[src/rtl/hazard_stall_unit_pkg.sv]
// Shared definitions for the hazard/stall control block: FSM encoding and default sizing.
package hazard_stall_unit_pkg;

    typedef enum logic {
        RUN      = 1'b0,
        MEM_WAIT = 1'b1
    } state_t;

    localparam logic [4:0] REG_ZERO    = 5'd0;
    localparam int         DEF_CNT_W   = 16;
    localparam int         DEF_TIMEOUT = 64;

endpackage

[src/rtl/hazard_stall_unit_sat_counter.sv]
// Up-counter that sticks at all-ones; clr has priority over inc.
module sat_counter #(
    parameter int W = 16
) (
    input  logic         clk,
    input  logic         rst,
    input  logic         clr,
    input  logic         inc,
    output logic [W-1:0] count
);

    always_ff @(posedge clk or posedge rst) begin
        if (rst) begin
            count <= '0;
        end else if (clr) begin
            count <= '0;
        end else if (inc && (count != '1)) begin
            count <= count + W'(1);
        end
    end

endmodule

[src/rtl/hazard_stall_unit.sv]
// Stall/flush/bubble control for the 5-stage pipeline: load-use, taken branch and
// multi-cycle data-memory access, with a memory timeout watchdog and stall counter.
module hazard_stall_unit
    import hazard_stall_unit_pkg::*;
#(
    parameter int CNT_W   = DEF_CNT_W,
    parameter int TIMEOUT = DEF_TIMEOUT
) (
    input  logic             clk_i,
    input  logic             rst_i,
    input  logic [4:0]       IDRegRs_i,
    input  logic [4:0]       IDRegRt_i,
    input  logic             IDUsesRt_i,
    input  logic             IDBranchTaken_i,
    input  logic             EXMemRead_i,
    input  logic [4:0]       EXRegRt_i,
    input  logic             MEMAccess_i,
    input  logic             MemAck_i,
    output logic             MemReq_o,
    output logic             PCWrite_o,
    output logic             IFIDWrite_o,
    output logic             IFIDFlush_o,
    output logic             IDEXWrite_o,
    output logic             IDEXBubble_o,
    output logic             EXMEMWrite_o,
    output logic             MEMWBBubble_o,
    output logic             MemErr_o,
    output logic [CNT_W-1:0] StallCount_o,
    output state_t           DbgState_o
);

    localparam int            TW     = $clog2(TIMEOUT + 1);
    localparam logic [TW-1:0] T_LAST = TW'(TIMEOUT - 1);

    state_t        state_q;
    logic          err_q;
    logic          freeze;
    logic          loaduse;
    logic          enter_wait;
    logic          in_wait;
    logic [TW-1:0] wait_cnt;

    always_comb begin
        in_wait    = (state_q == MEM_WAIT);
        enter_wait = !in_wait && MEMAccess_i && !MemAck_i;
        freeze     = in_wait ? !MemAck_i : enter_wait;
        loaduse    = EXMemRead_i && (EXRegRt_i != REG_ZERO) &&
                     ((EXRegRt_i == IDRegRs_i) || (IDUsesRt_i && (EXRegRt_i == IDRegRt_i)));
    end

    // Handshake: MemReq_o rises with MEMAccess_i and is held until the cycle MemAck_i
    // is seen high; the pipeline advances on the edge that samples the ack.
    always_comb begin
        MemReq_o      = 1'b0;
        PCWrite_o     = 1'b0;
        IFIDWrite_o   = 1'b0;
        IFIDFlush_o   = 1'b0;
        IDEXWrite_o   = 1'b0;
        IDEXBubble_o  = 1'b0;
        EXMEMWrite_o  = 1'b0;
        MEMWBBubble_o = 1'b0;
        if (!rst_i) begin
            MemReq_o = in_wait || MEMAccess_i;
            if (freeze) begin
                MEMWBBubble_o = 1'b1;
            end else if (loaduse) begin
                IDEXWrite_o  = 1'b1;
                IDEXBubble_o = 1'b1;
                EXMEMWrite_o = 1'b1;
            end else begin
                PCWrite_o    = 1'b1;
                IFIDWrite_o  = 1'b1;
                IFIDFlush_o  = IDBranchTaken_i;
                IDEXWrite_o  = 1'b1;
                EXMEMWrite_o = 1'b1;
            end
        end
    end

    always_ff @(posedge clk_i or posedge rst_i) begin
        if (rst_i) begin
            state_q <= RUN;
            err_q   <= 1'b0;
        end else begin
            case (state_q)
                RUN: begin
                    if (enter_wait) state_q <= MEM_WAIT;
                end
                MEM_WAIT: begin
                    if (MemAck_i) state_q <= RUN;
                    // wait_cnt counts MEM_WAIT cycles already elapsed; this one makes TIMEOUT
                    if (wait_cnt == T_LAST) err_q <= 1'b1;
                end
                default: state_q <= RUN;
            endcase
        end
    end

    sat_counter #(.W(CNT_W)) u_stall_cnt (
        .clk   (clk_i),
        .rst   (rst_i),
        .clr   (1'b0),
        .inc   (freeze || loaduse),
        .count (StallCount_o)
    );

    sat_counter #(.W(TW)) u_wait_cnt (
        .clk   (clk_i),
        .rst   (rst_i),
        .clr   (enter_wait),
        .inc   (in_wait),
        .count (wait_cnt)
    );

    assign MemErr_o   = err_q;
    assign DbgState_o = state_q;

endmodule

[config.mk]
export PLATFORM = sky130hd
export DESIGN_NAME = hazard_stall_unit
export DESIGN_NICKNAME = d
export VERILOG_FILES = /design/src/rtl/hazard_stall_unit_pkg.sv /design/src/rtl/hazard_stall_unit_sat_counter.sv /design/src/rtl/hazard_stall_unit.sv
export SDC_FILE = /design/constraint.sdc
export NUM_CORES = 1
export LEC_CHECK = 0
export ABC_CLOCK_PERIOD_IN_PS = 2080
export CORE_MARGIN = 2
export CORE_UTILIZATION = 35
export CTS_CLUSTER_SIZE = 10
export DETAILED_ROUTE_END_ITERATION = 16
export GPL_TIMING_DRIVEN = 0
export PLACE_DENSITY = 0.72
export SYNTH_ARGS = -nofsm -noshare
export SYNTH_HDL_FRONTEND = slang
export SYNTH_SLANG_ARGS = --single-unit
[constraint.sdc]
create_clock -name clk_i -period 2.08 [get_ports clk_i]
set_input_delay 0.416 -clock clk_i [delete_from_list [all_inputs] [get_ports clk_i]]
set_output_delay 0.416 -clock clk_i [all_outputs]
set_load 0.02 [all_outputs]
Yosys cells after proc, flatten, opt, wreduce, memory -nomap -nowiden. Index checks and enable logic that the tools add are counted.

Logic and storage cells: 47. Memory bits (writable): 0. Latch bits: 0. Memories kept: 0. Bits in registers: 25. ROM bits: 0.

Reductions and logical operators: 15. Bitwise gates (word level): 1. Add/subtract/negate cells: 2. Multipliers: 0. Muxes and demuxes: 20. Shifts and indexed selects: 0. Magnitude comparators: 0. Div/mod/pow operators: 0. Equality and inequality tests: 5.

Operator list (count): 1-bit 2-to-1 mux (17); 16-bit by 1-bit adder with 16-bit output (second input constant) (1); 16-bit != test (second input constant) (1); 7-bit 2-to-1 mux (2); 5-bit == test (2); 7-bit by 1-bit adder with 7-bit output (second input constant) (1); 7-bit by 6-bit == test with 1-bit output (second input constant) (1); 1-bit logical AND (7); 7-bit != test (second input constant) (1); 5-bit nonzero test (1); 1-bit logical OR (3); 1-bit zero test (2); 1-bit case mux with 2 select lines (1); 2-bit AND reduction (1); 2-bit nonzero test (1); 1-bit inverter (1).

Depth between registers and ports, before layout. Gate-level depths: netlist (run 1).

Depth after elaboration: 7. Gate-level depth with buffers: 8.

Cells and area by module. From an unflattened synthesis (run 1), not the netlist that was laid out.

Cell total of the unflattened synthesis: 174. Area, all modules: 1624.1 um2.

By module, submodules not included: sat_counter (u_stall_cnt) (area each 932.1 um2, times used 1, cells an instance 101, seq. area each 400.4 um2); sat_counter (u_wait_cnt) (area each 400.4 um2, times used 1, cells an instance 38, seq. area each 175.2 um2); hazard_stall_unit (area each 291.5 um2, times used 1, cells an instance 35, seq. area each 50.0 um2).

Least setup slack after synthesis (run 1). OpenSTA, ideal clock, no wires.

Kind: flip-flop to flip-flop. Start point: reg u_stall_cnt.count[0]. End point: reg u_stall_cnt.count[1]. Setup slack: -0.008 ns. Stages on the path, launching flop included: 8. Period minus slack after synthesis: 2.088 ns. Library setup time: 0.125 ns. Data required time: 1.955 ns. Buffers on the path: 1. Arrival time: 1.963 ns. Cells stage by stage: dfrtp_1 -> ha_1 -> nand4_1 -> nor4_1 -> nor2b_4 -> a22oi_2 -> buf_6 -> mux2_4.

Word-level cells in the longest chain between the ends: 2. Elaborated cells on any way between the ends: 3. Classes of those cells: add/sub: 1; eq/ne: 1; reduce/logical: 1.

Ends and longest elaborated chain: from (decl) (RTL line hazard_stall_unit_sat_counter.sv:9) `output logic [W-1:0] count`; from (signal assigned) (RTL line hazard_stall_unit_sat_counter.sv:18) `count <= count + W'(1);`; parallel branches: the longest is 2 deep, another holds 16-bit by 1-bit adder with 16-bit output.

Several ways; the timed one is not identified. A chain may end at the register's enable or synchronous reset.

Final worst setup path (run 1).
Start point: in EXRegRt_i[2]. End point: out IFIDFlush_o.

Word-level cells in the longest chain between the ends: 7. Elaborated cells on any way between the ends: 10. Classes of those cells: eq/ne: 2; mux: 3; reduce/logical: 5.

Ends and longest elaborated chain: from (decl) (RTL line hazard_stall_unit.sv:16) `input logic [4:0] EXRegRt_i,`; 5-bit == test (RTL line hazard_stall_unit.sv:48) `((EXRegRt_i == IDRegRs_i) || (IDUsesRt_i && (EXRegRt_i == IDRegRt_i)));`; 1-bit logical AND (RTL line hazard_stall_unit.sv:48); 1-bit logical OR (RTL line hazard_stall_unit.sv:48); 1-bit logical AND * (RTL line hazard_stall_unit.sv:47) `loaduse = EXMemRead_i && (EXRegRt_i != REG_ZERO) &&`; 1-bit 2-to-1 mux * (RTL line hazard_stall_unit.sv:66) `end else if (loaduse) begin`; 1-bit 2-to-1 mux * (RTL line hazard_stall_unit.sv:64) `if (freeze) begin`; 1-bit 2-to-1 mux * (RTL line hazard_stall_unit.sv:62) `if (!rst_i) begin`; to (decl) (RTL line hazard_stall_unit.sv:22) `output logic IFIDFlush_o,`.

Mark *: on every way between the ends. The rest lies on a longest branch, timed or not.

==> impl_results.rst, run 1 <==
.. list-table::
   :header-rows: 1

   * - Metric
     - Value
   * - Leakage power summed over all cells
     - 0.000930 uW
   * - Achievable Freq
     - 472 MHz
   * - Critical Path Fanout Max
     - 3
   * - Setup repair after global routing missed its margin
     - yes
   * - Total number of vias
     - 1247
   * - Global-route wire length before repair
     - 5530 um
   * - Required arrival time at the worst endpoint
     - 1660 ps
   * - Count of nets after finishing
     - 223
   * - Slack of the worst reg-to-reg path
     - 90 ps
   * - CTS buffer count
     - 3
   * - Worst vdd rail ir drop
     - 0.000347 V
   * - Worst clock skew on the final layout
     - 3.41 ps
   * - Launching instance or port of the critical path
     - EXRegRt_i[2]
   * - Number of failing setup endpoints in the final timing report
     - 1
   * - Worst relative slew slack
     - 38.7%
   * - Number of detailed-routing iterations run before antenna repair
     - 4
   * - Pins over their slew limit
     - 0
   * - Worst hold path type
     - flop to flop
   * - Antenna diode count
     - 0
   * - Via count of the first global-routing pass
     - 1247
   * - Layout cell share with drive strength beyond 1
     - 20.2%
   * - Power density over the cells
     - 730 mW/mm2
   * - Total DRC errors in the routed layout
     - 0
   * - Length in cells of the worst reg-to-reg path
     - 6
   * - Post-layout power
     - 1500 uW
   * - Post-synthesis cell type count
     - 34
   * - Portion of synthesized cell area occupied by the leading cell type
     - 44.9%
   * - Die Ht
     - 67.1 um
   * - Fraction of synthesis flops using an asynchronous set or reset pin
     - 100%
   * - Violation count after the first detailed-route iteration
     - 18
   * - Number of I/O pins
     - 48
   * - Skew-Pair Late Insertion Delay
     - 260 ps
   * - Wirelength, routed
     - 3510 um
   * - Slew at the pin with the worst max-slew slack
     - 918 ps
   * - Most frequent cells after synthesis
     - sky130_fd_sc_hd__dfrtp_1, sky130_fd_sc_hd__nor2_1, sky130_fd_sc_hd__nand2_1
   * - Max cap viols
     - 0
   * - Critical Path Sink Type
     - output pin
   * - Tcrit/Tclk final
     - 102%
   * - Number of hold buffers added after cts
     - 0
   * - Summed instance area of the synthesized netlist
     - 0.00139 mm2
   * - Number of warnings printed during yosys synthesis
     - 0
   * - Crit path arrival time
     - 1700 ps
   * - Post-Synthesis Cells
     - 142
   * - ANT nets after route
     - 0
   * - Hold Path Cell Cnt
     - 1
   * - GRT Residual Overflow
     - 0
   * - Root cell of the clock tree
     - sky130_fd_sc_hd__clkbuf_8
   * - Final std cells w/o fill
     - 246
   * - Buffers on Ports
     - 47
   * - Most used standard cell by instance count after synthesis
     - sky130_fd_sc_hd__dfrtp_1
   * - Synthesized-area fraction occupied by adder cells
     - 1.80%
   * - Worst Setup EP
     - IFIDFlush_o
   * - Type of the setup path with the least slack
     - input port to output pin
   * - Top area cells in the synthesized netlist
     - sky130_fd_sc_hd__dfrtp_1, sky130_fd_sc_hd__xnor2_1, sky130_fd_sc_hd__xor2_1
   * - Cell Rows
     - 22
   * - Number of instances in the placed design
     - 237
   * - Starting utilization of the core area
     - 37.2%
   * - Synthesized netlist net count
     - 166
   * - Share of cell area taken by muxes after synthesis
     - 4.22%
   * - Clk sinks
     - 25
   * - Maximum count of clock buffers along a single path
     - 2
   * - Detail-routed net length per standard cell
     - 14.3 um
   * - Synthesized-area fraction occupied by ao, oa, aoi and oai cells
     - 4.76%
   * - Clock tree from TritonCTS
     - built
   * - All-layer global routing usage
     - 16.1%
   * - Clock transition at path regs
     - 80 ps
   * - Hold WS
     - 488 ps
   * - CTS HTree Levels
     - 1
   * - Sequential fraction of the synthesis area
     - 44.9%
   * - Horizontal extent of the die
     - 67.1 um
   * - Number of antenna violations at the first check in global routing
     - 0
   * - Combinational family with the most area after synthesis
     - simple AND/OR/NAND/NOR gates
   * - Endpoint of the worst-slack reg-to-reg timing path
     - u_stall_cnt.count[1]$_DFFE_PP0P_
   * - Standard cell core area
     - 0.00374 mm2
   * - Yosys top cell by area
     - sky130_fd_sc_hd__dfrtp_1
   * - Minimum clock period after layout
     - 2120 ps
   * - Parity-gate share of the synthesized area counting xor and xnor cells
     - 16.4%
   * - Avg Vias per Cell
     - 5.07
   * - Dpl hpwl
     - 2580 um
   * - Failing checks
     - setup timing
   * - Worst reg2reg path startpoint
     - u_stall_cnt.count[7]$_DFFE_PP0P_
   * - Count of flip-flops with a built-in enable after synthesis
     - 0
   * - Simple-gate area share of the yosys netlist
     - 25.2%
   * - Largest net degree at the start of global routing
     - 26
   * - Full die area
     - 0.00450 mm2
   * - Crit path launch type
     - input port
   * - Final weighted congestion in routability-driven placement
     - 0.809
   * - Hold Vio Cnt, Final
     - 0
   * - Area growth from synthesis to layout
     - 48.0%
   * - Average footprint of a synthesized cell
     - 9.81 um2
   * - Filler instances
     - 337
   * - FF+latch count, synth
     - 25
   * - Post-route setup slack
     - -38.0 ps
   * - Outcome
     - finished with violations
   * - Flip-flop cell with the highest count after synthesis
     - sky130_fd_sc_hd__dfrtp_1
==> kinds of logic after synthesis <==
logic type | after synthesis
compound gates | 9
xor+xnor | 26
fa+ha+maj | 2
buf+inv | 6
flops | 25
mux | 5
simple gates | 69
==> layout by cell type, fill, tap and decap left out, types with 2 or more instances in the layout <==
master / synthesis / routed
sky130_fd_sc_hd__dfrtp_1: 25 / 25
sky130_fd_sc_hd__clkdlybuf4s50_1: 0 / 24
sky130_fd_sc_hd__nand2_1: 15 / 14
sky130_fd_sc_hd__nor2_1: 18 / 14
sky130_fd_sc_hd__xnor2_1: 14 / 13
sky130_fd_sc_hd__dlygate4sd2_1: 0 / 13
sky130_fd_sc_hd__xor2_1: 12 / 12
sky130_fd_sc_hd__nand4_1: 7 / 7
sky130_fd_sc_hd__buf_4: 2 / 7
sky130_fd_sc_hd__nand3_1: 6 / 6
sky130_fd_sc_hd__buf_6: 1 / 5
sky130_fd_sc_hd__nor3_1: 5 / 5
sky130_fd_sc_hd__and3_1: 4 / 3
sky130_fd_sc_hd__inv_1: 3 / 3
sky130_fd_sc_hd__mux2_2: 3 / 3
sky130_fd_sc_hd__clkbuf_8: 0 / 3
sky130_fd_sc_hd__nor2_4: 0 / 2
sky130_fd_sc_hd__nor2_2: 0 / 2
sky130_fd_sc_hd__nor2b_1: 2 / 2
sky130_fd_sc_hd__nand2b_1: 2 / 2
sky130_fd_sc_hd__a21oi_1: 2 / 2
sky130_fd_sc_hd__nor4_1: 3 / 2
sky130_fd_sc_hd__ha_1: 2 / 2
sky130_fd_sc_hd__buf_2: 0 / 2
sky130_fd_sc_hd__buf_8: 0 / 2
==> worst max-delay path, cell delays in order <==
cell and delay [ps]:
sky130_fd_sc_hd__buf_8 100, sky130_fd_sc_hd__or4_4 530, sky130_fd_sc_hd__o21a_1 200, sky130_fd_sc_hd__nand2_2 90, sky130_fd_sc_hd__buf_6 90, sky130_fd_sc_hd__and3_4 160
sky130_fd_sc_hd__buf_6 110
==> routing by layer <==
metal / wire length, um / global-route usage [%] / up-vias
met1: 1500 / 18.6 / 603
met4: 27 / 5.10 / 0
met2: 1720 / 29.7 / 45
met3: 258 / 2.70 / 2
met5: 0 / 0 / -
li1: - / - / 597
==> stage by stage <==
step	TNS [ps]	cell area [um2]	util [%]	worst slack (ps)
final	-38.0	2060	55.0	-38.0
after global routing	-156	2060	55.0	-78.1
after detailed placement	-11810	1930	51.5	-962
after global placement	-10740	1930	51.5	-903
after CTS	-81.4	2030	54.2	-59.2
after floorplan	0	1400	-	30.0
==> layout make-up <==
| type | instances | area, um2 | area share [%] |
|---|---|---|---|
| repair buffers | 53 | 502 | 24.3 |
| multi-input cells | 111 | 798 | 38.7 |
| flip-flops and latches | 25 | 626 | 30.4 |
| inverters | 3 | 11.3 | 0.546 |
| well taps | 48 | 60.1 | 2.91 |
| clock buffers | 4 | 45.0 | 2.19 |
| plain buffers | 2 | 18.8 | 0.911 |
==> timing repair <==
item	4_1_cts	5_1_grt
endpoints found under the setup margin	23	14
pin swaps	13	5
gates resized for setup	70	10
setup buffers	4	1
gates cloned	1	0
==> how the worst min path moves through the flow <==
| stage | start | endpoint | slack (ps) |
|---|---|---|---|
| 5_1_grt | u_wait_cnt.count[6]$_DFFE_PP0P_ | MemErr_o$_DFFE_PP0P_ | 500 |
| 4_1_cts | u_wait_cnt.count[6]$_DFFE_PP0P_ | MemErr_o$_DFFE_PP0P_ | 490 |
| 2_1_floorplan | rst_i | DbgState_o$_DFF_PP0_ | 440 |
| 6_report | u_wait_cnt.count[6]$_DFFE_PP0P_ | MemErr_o$_DFFE_PP0P_ | 490 |
| 3_3_place_gp | u_wait_cnt.count[6]$_DFFE_PP0P_ | MemErr_o$_DFFE_PP0P_ | 470 |
| 3_5_place_dp | MemErr_o$_DFFE_PP0P_ | MemErr_o$_DFFE_PP0P_ | 480 |
==> where the power goes <==
group / switching (uW) / internal [uW] / leakage (uW) / total (uW)
registers: 111 / 574 / 0.000327 / 685
logic: 258 / 287 / 0.000580 / 545
clock network: 137 / 136 / 0.0000228 / 273
==> flip-flops by register name, summed over array words and instances, names as in the netlist <==
register and count:
u_stall_cnt.count 16, u_wait_cnt.count 7, DbgState_o 1, MemErr_o 1
Note: power is estimated with default switching activity, not from simulation.
==> run 2, diff against run 1 <==
--- a/config.mk
+++ b/config.mk
@@ -12,6 +12,7 @@
 export DETAILED_ROUTE_END_ITERATION = 16
 export GPL_TIMING_DRIVEN = 0
 export PLACE_DENSITY = 0.72
+export SLEW_MARGIN = 40
 export SYNTH_ARGS = -nofsm -noshare
 export SYNTH_HDL_FRONTEND = slang
 export SYNTH_SLANG_ARGS = --single-unit
==> impl_results.rst, run 2 (same netlist as run 1, synthesis figures left out) <==
.. list-table::
   :header-rows: 1

   * - Metric
     - Value
   * - Max cap viols
     - 0 (unchanged)
   * - Minimum clock period after layout
     - 2120 ps (+0.667 ps)
   * - Detail-routed net length per standard cell
     - 14.2 um (-0.47%)
   * - Avg Vias per Cell
     - 5.01 (-1.1%)
   * - Flip-flop count of the largest register, all copies and words added
     - 16 (unchanged)
   * - Type of the setup path with the least slack
     - input port to output pin
   * - Power density over the cells
     - 722 mW/mm2 (-1.0%)
   * - Crit path arrival time
     - 1700 ps (about the same)
   * - ANT nets after route
     - 0 (unchanged)
   * - Dpl hpwl
     - 2580 um (unchanged)
   * - Slew at the pin with the worst max-slew slack
     - 532 ps (-386 ps)
   * - Starting utilization of the core area
     - 37.2% (unchanged)
   * - Filler instances
     - 332 (-1.5%)
   * - Achievable Freq
     - 472 MHz (about the same)
   * - Number of detailed-routing iterations run before antenna repair
     - 4 (unchanged)
   * - Clock tree from TritonCTS
     - built
   * - Hold Vio Cnt, Final
     - 0 (unchanged)
   * - Critical path cell sequence
     - buf_8, or4_4, o21a_1, nand2_2, buf_6, and3_4, buf_6
   * - Hold worst-path end
     - MemErr_o$_DFFE_PP0P_
   * - Critical Path Fanout Max
     - 3 (unchanged)
   * - Number of failing setup endpoints in the final timing report
     - 1 (unchanged)
   * - Final weighted congestion in routability-driven placement
     - 0.809 (unchanged)
   * - CTS buffer count
     - 3 (unchanged)
   * - Total buffers and inverters traversed by the critical path
     - 3 (unchanged)
   * - Crit path launch type
     - input port
   * - Area growth from synthesis to layout
     - 50.5%
   * - Full die area
     - 0.00450 mm2 (unchanged)
   * - Worst clock skew on the final layout
     - 4.69 ps (+1.28 ps)
   * - Count of nets after finishing
     - 226 (+1.3%)
   * - Total number of vias
     - 1248 (+0.080%)
   * - Setup repair after global routing missed its margin
     - yes
   * - Maximum count of clock buffers along a single path
     - 2 (unchanged)
   * - Slack of the worst reg-to-reg path
     - 130 ps (+40 ps)
   * - All-layer global routing usage
     - 16.1% (unchanged)
   * - CTS HTree Levels
     - 1 (unchanged)
   * - Layout cell share with drive strength beyond 1
     - 22.9% (+2.7 points)
   * - Skew-Pair Late Insertion Delay
     - 260 ps (about the same)
   * - Worst path max stage delay
     - 530 ps (about the same)
   * - Critical Path Sink Type
     - output pin
   * - Violation count after the first detailed-route iteration
     - 22 (+4)
   * - GRT Residual Overflow
     - 0 (unchanged)
   * - Post-layout power
     - 1510 uW (+0.68%)
   * - Via count of the first global-routing pass
     - 1247 (unchanged)
   * - Worst hold path type
     - flop to flop
   * - Worst reg2reg path startpoint
     - u_stall_cnt.count[4]$_DFFE_PP0P_
   * - Standard cell core area
     - 0.00374 mm2 (unchanged)
   * - Tcrit/Tclk final
     - 102% (about the same)
   * - Cell occurring most often along the worst timing path
     - sky130_fd_sc_hd__buf_6
   * - Most common cell after layout, fill and taps aside
     - sky130_fd_sc_hd__dfrtp_1
   * - Buffers on Ports
     - 47 (unchanged)
   * - Number of I/O pins
     - 48 (unchanged)
   * - Worst-path cell with the longest stage delay
     - sky130_fd_sc_hd__or4_4
   * - Clk sinks
     - 25 (unchanged)
   * - Horizontal extent of the die
     - 67.1 um (unchanged)
   * - Wirelength, routed
     - 3530 um (+0.74%)
   * - Required arrival time at the worst endpoint
     - 1660 ps (about the same)
   * - Leakage power summed over all cells
     - 0.000949 uW (+2.1%)
   * - Total DRC errors in the routed layout
     - 0 (unchanged)
   * - Area of combinational cells with multiple inputs
     - 811 um2 (+1.6%)
   * - Commonest cells after routing, fill and taps aside
     - sky130_fd_sc_hd__dfrtp_1, sky130_fd_sc_hd__clkdlybuf4s50_1, sky130_fd_sc_hd__nand2_1, sky130_fd_sc_hd__nor2_1, sky130_fd_sc_hd__dlygate4sd2_1
   * - Number of hold buffers added after cts
     - 0 (unchanged)
   * - Total Negative Setup Slacks
     - -38.6 ps (-0.667 ps)
   * - Outcome
     - finished with violations
   * - Cell Rows
     - 22 (unchanged)
   * - Global-route wire length before repair
     - 5530 um (unchanged)
   * - Worst relative slew slack
     - 64.5% (+26 points)
   * - Hold Path Cell Cnt
     - 1 (unchanged)
   * - Failing checks
     - setup timing
   * - Clock transition at path regs
     - 80 ps (about the same)
   * - Root cell of the clock tree
     - sky130_fd_sc_hd__clkbuf_8
   * - Combined flip-flop and latch cell area
     - 626 um2 (unchanged)
   * - Worst vdd rail ir drop
     - 0.000352 V (+1.5%)
   * - Die Ht
     - 67.1 um (unchanged)
   * - Endpoint of the worst-slack reg-to-reg timing path
     - u_stall_cnt.count[1]$_DFFE_PP0P_
   * - Largest registers ranked by flip-flop count
     - u_stall_cnt.count x16, u_wait_cnt.count x7
   * - Pins over their slew limit
     - 0 (unchanged)
   * - Cell family with most CP delay
     - simple AND/OR/NAND/NOR gates
   * - Worst min-delay path startpoint
     - u_wait_cnt.count[6]$_DFFE_PP0P_
   * - Post-layout util
     - 56.0% (+0.94 points)
   * - Antenna diode count
     - 0 (unchanged)
   * - Number of antenna violations at the first check in global routing
     - 0 (unchanged)
   * - Top register by number of flip-flops
     - u_stall_cnt.count
   * - Length in cells of the worst reg-to-reg path
     - 7 (+1)
   * - Post-route setup slack
     - -38.6 ps (-0.667 ps)
   * - Largest net degree at the start of global routing
     - 26 (unchanged)
-- run 2: how the worst max path moves through the flow --
stage	to	depth (start not counted)	from
after floorplan	PCWrite_o	5	DbgState_o$_DFF_PP0_
after global placement	PCWrite_o	7	EXRegRt_i[1]
after detailed placement	PCWrite_o	7	EXRegRt_i[1]
after CTS	IFIDFlush_o	7	EXRegRt_i[4]
after global routing	IFIDFlush_o	7	EXRegRt_i[2]
final	IFIDFlush_o	7	EXRegRt_i[2]
-- run 2: final cells by class --
cell class,count,share of cell area (%)
clock buffers,4,2.15
multi-input cells,111,38.7
plain buffers,2,0.896
repair buffers,56,25.0
flip-flops and latches,25,29.9
well taps,48,2.87
inverters,3,0.537
-- run 2: layer usage --
metal | share of wire (%) | track usage [%]
met5 | 0 | 0
met4 | 1.1 | 5.10
met1 | 42 | 18.6
met3 | 7.2 | 2.70
met2 | 49 | 29.7
-- run 2: worst register-to-register path: stages, from the launching register on --
cell and delay (ps):
sky130_fd_sc_hd__dfrtp_1 440, sky130_fd_sc_hd__nand4_1 120, sky130_fd_sc_hd__buf_4 170, sky130_fd_sc_hd__nor4_4 340, sky130_fd_sc_hd__nor2b_4 60, sky130_fd_sc_hd__a22oi_2 250
sky130_fd_sc_hd__buf_6 170, sky130_fd_sc_hd__mux2_4 290
-- run 2: stage by stage --
stage / hold slack (ps) / setup slack, ps / std cells / instance area, um2
final: 489 / -38.6 / 249 / 2100
after global routing: 504 / -75.0 / 249 / 2100
after CTS: 489 / -58.9 / 246 / 2030
after detailed placement: 480 / -962 / 237 / 1930
after global placement: 469 / -903 / 237 / 1930
after floorplan: 443 / 30.0 / 142 / 1400
-- run 2: what timing repair did --
item	in CTS	in global routing
resized for setup	70	11
pin swaps	13	5
endpoints found under the setup margin	24	14
cloned	1	0
buffers inserted	4	4
-- run 2: report_power, final --
part	leakage, uW	total [uW]	switching (uW)	internal [uW]
Clock	0.0000228	279	143	137
Sequential	0.000327	685	111	574
Combinational	0.000599	550	259	290
==> run 3, diff against run 2 <==
--- a/config.mk
+++ b/config.mk
@@ -5,13 +5,14 @@
 export SDC_FILE = /design/constraint.sdc
 export NUM_CORES = 1
 export LEC_CHECK = 0
+export ABC_AREA = 1
 export ABC_CLOCK_PERIOD_IN_PS = 2080
 export CORE_MARGIN = 2
 export CORE_UTILIZATION = 35
 export CTS_CLUSTER_SIZE = 10
 export DETAILED_ROUTE_END_ITERATION = 16
 export GPL_TIMING_DRIVEN = 0
-export PLACE_DENSITY = 0.72
+export PLACE_DENSITY = 0.7
 export SLEW_MARGIN = 40
 export SYNTH_ARGS = -nofsm -noshare
 export SYNTH_HDL_FRONTEND = slang
==> constraint.sdc (replaced) <==
create_clock -name clk_i -period 2.08 [get_ports clk_i]
set_input_delay 0.416 -clock clk_i [delete_from_list [all_inputs] [get_ports clk_i]]
set_output_delay 0.416 -clock clk_i [all_outputs]
set_load 0.05 [all_outputs]
==> impl_results.rst, run 3 <==
.. list-table::
   :header-rows: 1

   * - Metric
     - Value
   * - Post-route cell area
     - 0.00227 mm2 (+8.3%)
   * - Launching instance or port of the critical path
     - IDRegRs_i[2]
   * - Routed length on met1
     - 1860 um (+24%)
   * - Post-route setup slack
     - -14.6 ps (+24.0 ps)
   * - GRT Residual Overflow
     - 0 (unchanged)
   * - Number of antenna violations at the first check in global routing
     - 0 (unchanged)
   * - Met3 routed wirelength
     - 150 um (-41%)
   * - Worst min-delay path startpoint
     - u_wait_cnt.count[6]$_DFFE_PP0P_
   * - CTS buffer count
     - 3 (unchanged)
   * - Critical path cell sequence
     - clkdlybuf4s50_1, xnor2_1, nand3_1, nand2_1, nand2_2, nand2_4, nor2_2, buf_4, buf_8
   * - Worst-path cell with the longest stage delay
     - sky130_fd_sc_hd__clkdlybuf4s50_1
   * - Clk sinks
     - 25 (unchanged)
   * - Starting utilization of the core area
     - 36.1% (-1.1 points)
   * - Final std cells w/o fill
     - 350 (+41%)
   * - Synthesized netlist net count
     - 268 (+61%)
   * - Buffers on Ports
     - 47 (unchanged)
   * - Post-synthesis cell type count
     - 27 (-21%)
   * - Required arrival time at the worst endpoint
     - 1660 ps (about the same)
   * - Hold Vio Cnt, Final
     - 0 (unchanged)
   * - Register share of total power
     - 42.5% (-2.7 points)
   * - Top register by number of flip-flops
     - u_stall_cnt.count
   * - Total number of vias
     - 1584 (+27%)
   * - Tcrit/Tclk final
     - 101% (-1.2 points)
   * - Portion of synthesized cell area occupied by the leading cell type
     - 37.2% (-7.7 points)
   * - Number of warnings printed during yosys synthesis
     - 0 (unchanged)
   * - All-layer global routing usage
     - 14.6% (-1.5 points)
   * - Avg Vias per Cell
     - 4.53 (-9.7%)
   * - Setup repair after global routing missed its margin
     - yes
   * - Switching power summed over all nets
     - 594 uW (+16%)
   * - Violation count after the first detailed-route iteration
     - 110 (+400%)
   * - Post-Synthesis Cells
     - 244 (+72%)
   * - Minimum clock period after layout
     - 2090 ps (-24.0 ps)
   * - Most common cell after layout, fill and taps aside
     - sky130_fd_sc_hd__nand2_1
   * - Number of instances in the placed design
     - 345 (+46%)
   * - Via count of the first global-routing pass
     - 1406 (+13%)
   * - Switching part of the total
     - 40.1% (+6.2 points)
   * - Crit path launch type
     - input port
   * - Total Negative Setup Slacks
     - -14.6 ps (+24.0 ps)
   * - Count of nets after finishing
     - 321 (+42%)
   * - Clock power share
     - 20.2% (+1.7 points)
   * - Largest net degree at the start of global routing
     - 26 (unchanged)
   * - Routed met2 length
     - 1700 um (-2.1%)
   * - Number of failing setup endpoints in the final timing report
     - 1 (unchanged)
   * - Max cap viols
     - 0 (unchanged)
   * - Full die area
     - 0.00537 mm2 (+19%)
   * - Wirelength, routed
     - 3760 um (+6.5%)
   * - Number of I/O pins
     - 48 (unchanged)
   * - Slew at the pin with the worst max-slew slack
     - 534 ps (+2.33 ps)
   * - Largest registers ranked by flip-flop count
     - u_stall_cnt.count x16, u_wait_cnt.count x7
   * - Flip-flop count of the largest register, all copies and words added
     - 16 (unchanged)
   * - Worst vdd rail ir drop
     - 0.000375 V (+6.5%)
   * - ANT nets after route
     - 0 (unchanged)
   * - Most frequent cells after synthesis
     - sky130_fd_sc_hd__nand2_1, sky130_fd_sc_hd__inv_1, sky130_fd_sc_hd__dfrtp_1, sky130_fd_sc_hd__nand3_1, sky130_fd_sc_hd__nor2_1
   * - CTS HTree Levels
     - 1 (unchanged)
   * - Failing checks
     - setup timing
   * - Root cell of the clock tree
     - sky130_fd_sc_hd__clkbuf_8
   * - Placed cell areas
     - 0.00222 mm2 (+15%)
   * - Fraction of synthesis flops using an asynchronous set or reset pin
     - 100% (unchanged)
   * - Filler instances
     - 457 (+38%)
   * - Yosys top cell by area
     - sky130_fd_sc_hd__dfrtp_1
   * - Critical Path Fanout Max
     - 3 (unchanged)
   * - Detail-routed net length per standard cell
     - 10.7 um (-24%)
   * - Clock tree from TritonCTS
     - built
   * - Top metal layer carrying routed signals
     - met4
   * - Outcome
     - finished with violations
   * - Worst reg2reg path startpoint
     - DbgState_o$_DFF_PP0_
   * - Crit path arrival time
     - 1680 ps (-20 ps)
   * - Clock transition at path regs
     - 90 ps (about the same)
   * - Skew-Pair Late Insertion Delay
     - 270 ps (about the same)
   * - Total buffers and inverters traversed by the critical path
     - 3 (unchanged)
   * - Pins over their slew limit
     - 0 (unchanged)
   * - Worst relative slew slack
     - 64.3% (-0.13 points)
   * - Cell family with most CP delay
     - buffers and inverters
   * - Type of the setup path with the least slack
     - input port to output pin
   * - Maximum count of clock buffers along a single path
     - 2 (unchanged)
   * - Commonest cells after routing, fill and taps aside
     - sky130_fd_sc_hd__nand2_1, sky130_fd_sc_hd__inv_1, sky130_fd_sc_hd__dfrtp_1, sky130_fd_sc_hd__nand3_1, sky130_fd_sc_hd__clkdlybuf4s50_1
   * - FF+latch count, synth
     - 25 (unchanged)
   * - Area growth from synthesis to layout
     - 35.1%
   * - Dpl hpwl
     - 2830 um (+9.8%)
   * - Worst hold path type
     - flop to flop
   * - Most used standard cell by instance count after synthesis
     - sky130_fd_sc_hd__nand2_1
   * - Number of detailed-routing iterations run before antenna repair
     - 4 (unchanged)
   * - Number of hold buffers added after cts
     - 0 (unchanged)
   * - Hold WS
     - 465 ps (-23.7 ps)
   * - Average footprint of a synthesized cell
     - 6.89 um2 (-30%)
   * - Critical Path Sink Type
     - output pin
   * - Global-route wire length before repair
     - 6210 um (+12%)
   * - Leakage power summed over all cells
     - 0.00119 uW (+25%)
   * - Layout cell share with drive strength beyond 1
     - 12.8% (-10 points)
   * - Internal power consumption
     - 888 uW (-11%)
   * - Power density over the cells
     - 653 mW/mm2 (-9.6%)
   * - Final weighted congestion in routability-driven placement
     - 0.796 (-1.6%)
   * - Total DRC errors in the routed layout
     - 0 (unchanged)
   * - Fraction of power consumed by combinational cells
     - 37.3% (+1.0 points)
   * - Standard cell core area
     - 0.00466 mm2 (+24%)
   * - Worst path max stage delay
     - 480 ps (-50 ps)
   * - Antenna diode count
     - 0 (unchanged)
   * - Count of flip-flops with a built-in enable after synthesis
     - 0 (unchanged)
   * - Flip-flop cell with the highest count after synthesis
     - sky130_fd_sc_hd__dfrtp_1
   * - Top area cells in the synthesized netlist
     - sky130_fd_sc_hd__dfrtp_1, sky130_fd_sc_hd__nand2_1, sky130_fd_sc_hd__inv_1
   * - Cell Rows
     - 25 (+14%)
   * - Sequential fraction of the synthesis area
     - 37.2% (-7.7 points)
   * - Summed instance area of the synthesized netlist
     - 0.00168 mm2 (+21%)
   * - Die Ht
     - 73.3 um (+9.3%)
   * - Worst clock skew on the final layout
     - 4.89 ps (+0.206 ps)
   * - Horizontal extent of the die
     - 73.3 um (+9.3%)
   * - Achievable Freq
     - 477 MHz (+1.1%)
[run 3: cell types whose count changed in the layout (fill, tap and decap cells not counted), sizes merged, moves of 4 or more]
cell	change
xor2	-6
inv	+35
xnor2	-10
nor2	+7
nand3	+19
nand2	+76
a21oi	+4
buf	-7
mux2	-4
[run 3: timing repair]
item                                    4_1_cts  5_1_grt
endpoints found under the setup margin        8        6
resized for setup                            63        5
buffers inserted                              2        0
pin swaps                                     8        6
cloned                                        0        0
[run 3: final cells by class]
| cell class | count | area [um2] | share of cell area [%] |
|---|---|---|---|
| Clock inverter | 1 | 7.51 | 0.331 |
| Clock buffer | 3 | 41.3 | 1.82 |
| Buffer | 4 | 37.5 | 1.65 |
| Inverter | 38 | 143 | 6.28 |
| Multi-Input combinational cell | 176 | 883 | 38.9 |
| Tap cell | 54 | 67.6 | 2.98 |
| Timing Repair Buffer | 49 | 464 | 20.5 |
| Sequential cell | 25 | 626 | 27.6 |
[run 3: metrics by stage]
step	utilization (%)	power (uW)	setup slack (ps)
4_1_cts	48.7	1490	-35.3
6_report	48.7	1480	-14.6
5_1_grt	48.7	1570	-83.3
3_3_place_gp	47.7	1180	-1050
3_5_place_dp	47.7	1200	-1060
2_1_floorplan	-	999	-248
[run 3: routing by layer]
layer  up-vias  global-route usage, %
li1        853                      -
met1       693                   20.5
met2        34                   23.0
met3         4                   3.29
met4         0                   3.03
met5         -                      0
[run 3: logic make-up (layout without fill, tap and decap cells)]
kind of cell    after synthesis  in the layout  synth area share [%]
flops                        25             25                  37.2
fa+ha+maj                     2              2                  1.49
buf+inv                      43             95                  11.4
simple gates                152            152                  40.6
xor+xnor                     10             10                  5.21
compound gates               12             12                  4.10
[run 3: power by group through the flow]
stage               combinational, uW  clock, uW  sequential (uW)
finish                            552        300              630
global route                      599        325              643
detailed placement                560          0              637
floorplan                         235          0              764
global placement                  550          0              634
CTS                               556        310              628
[run 3: worst paths after layout]
check	endpoint	slack (ps)	cells past startpoint
worst max-delay path	PCWrite_o	-10	9
worst min-delay path	MemErr_o$_DFFE_PP0P_	460	1
worst max register to register	u_stall_cnt.count[9]$_DFFE_PP0P_	430	10
worst min register to register	MemErr_o$_DFFE_PP0P_	460	1
max in group asynchronous	u_stall_cnt.count[9]$_DFFE_PP0P_	1020	2
min in group asynchronous	u_wait_cnt.count[2]$_DFFE_PP0P_	700	2
==> variant (settings of run 3) <==
Make the reset (`rst` and `rst_i`) synchronous in 2 clocked blocks.
--- a/src/rtl/hazard_stall_unit_sat_counter.sv
+++ b/src/rtl/hazard_stall_unit_sat_counter.sv
@@ -9,7 +9,7 @@
     output logic [W-1:0] count
 );
 
-    always_ff @(posedge clk or posedge rst) begin
+    always_ff @(posedge clk) begin
         if (rst) begin
             count <= '0;
         end else if (clr) begin
--- a/src/rtl/hazard_stall_unit.sv
+++ b/src/rtl/hazard_stall_unit.sv
@@ -77,7 +77,7 @@
         end
     end
 
-    always_ff @(posedge clk_i or posedge rst_i) begin
+    always_ff @(posedge clk_i) begin
         if (rst_i) begin
             state_q <= RUN;
             err_q   <= 1'b0;
Formal check against the unedited RTL: differs if rst_i is asserted again (counterexample within 4 cycles, from zero or initial values and one cycle with rst_i high); with rst_i held inactive, the same outputs for 10 cycles.
==> variant against run 3 <==
- clock skew rose by 8.7 ps
- worst setup slack better by 76 ps
- wire length up 0.74%
- final cell count grew 5.4%
- synthesized area shrank 2.8%
- sequential share of layout area down 5.6 points
- die area shrank 2.7%
- sequential cell count unchanged
- utilization increased by 2.9 points
- design area up 0.33%
Power is not compared: it rests on default switching activity, and its combinational part moved more than twofold at a synthesized area within 25%.
==> variant: results (changes against run 3) <==
GR Util met2 - 27.83% (+4.8 points)
global-route wire length before repair - 6.872 mm (+11%)
Iteration-0 DRC Markers - 87 (-21%)
crit path DAT - 1600 ps (-80 ps)
share of cells above drive strength 1 - 18.30% (+5.5 points)
Synth Area in Compound Gates - 9.425% (+5.3 points)
commonest cells in the netlist - nand2_1, nor2_1, inv_1, dfxtp_1, a21oi_1
HPWL Detailed - 2.868 mm (+1.4%)
final setup fails - 0 (-1)
GRT met1 Usage - 19.85% (-0.63 points)
DR WL/cell - 10.27 um (-4.4%)
Post-Synth XOR/XNOR Area - 1.609% (-3.6 points)
skew final - 13.62 ps (+8.725 ps)
Pint - 723.7 uW
Crit path largest cell delay - 260 ps (-220 ps)
synth top area cells - dfxtp_1, nand2_1, nor2_1, inv_1, a21oi_1
HP Class - in -> reg
DR vias - 1757 (+11%)
filler cell count - 460 (+0.66%)
Synth Flop Type - dfxtp_1
met3 usage - 3.611% (+0.32 points)
largest net degree at the start of global routing - 16 (-38%)
Mapped Nets - 285 (+6.3%)
status - finished clean
sequential area share after synthesis - 30.65% (-6.6 points)
Final GP Congestion - 0.8154 (+2.4%)
vias in the first global route - 1661 (+18%)
ys async rst share - 0% (-100 points)
CP max-delay cell - dlygate4sd2_1
Post-Synth Adder-Cell Area - 1.533% (+0.043 points)
relative slew slack - 66.21% (+1.9 points)
variant: cell types whose count changed after synthesis, moves of 10 or more:
cell / change
nor2_1: +17
nand3_2: +10
nand2_1: -16
a21oi_1: +18
dfxtp_1: +25
dfrtp_1: -25
variant: final cells by class:
cell class	instances	area (um^2)	area share [%]
Multi-Input combinational cell	193	980.9	43.08
Timing Repair Buffer	54	505.5	22.20
Sequential cell	25	500.5	21.98
Inverter	36	136.4	5.989
Tap cell	52	65.06	2.857
Clock buffer	3	41.29	1.813
Buffer	5	40.04	1.758
Clock inverter	1	7.507	0.3297
variant: worst paths after layout:
check                                           from                   end  slack, ps  depth (start not counted)
worst max-delay path                    EXRegRt_i[1]           IFIDFlush_o         60                          9
worst min-delay path                           rst_i              MemErr_o        450                          2
worst max register to register  u_stall_cnt.count[0]  u_stall_cnt.count[9]        290                         11
worst min register to register              MemErr_o              MemErr_o        460                          2
variant: per-stage QoR:
| stage | worst slack, ps | total power [mW] | area [um^2] | cells | utilization (%) |
|---|---|---|---|---|---|
| 3_5_place_dp | -1084 | 0.7576 | 2177 | 360 | 49.32 |
| 3_3_place_gp | -1065 | 0.7553 | 2177 | 360 | 49.32 |
| 2_1_floorplan | 13.66 | 0.6592 | 1642 | 261 | - |
| 5_1_grt | -0.9728 | 1.116 | 2277 | 369 | 51.59 |
| 6_report | 61.64 | 1.057 | 2277 | 369 | 51.59 |
| 4_1_cts | -90.62 | 1.060 | 2242 | 368 | 50.79 |
variant: per-layer routing:
layer,routed length [um],part of all wire [%]
met5,0,0
met3,209,5.5
met4,31,0.82
met2,1819,48
met1,1729,46
variant: timing repair:
action,4_1_cts,5_1_grt
pin swaps,9,6
buffers inserted,4,3
hold endpoints to repair,0,0
endpoints found under the setup margin,8,7
gates resized for setup,65,18
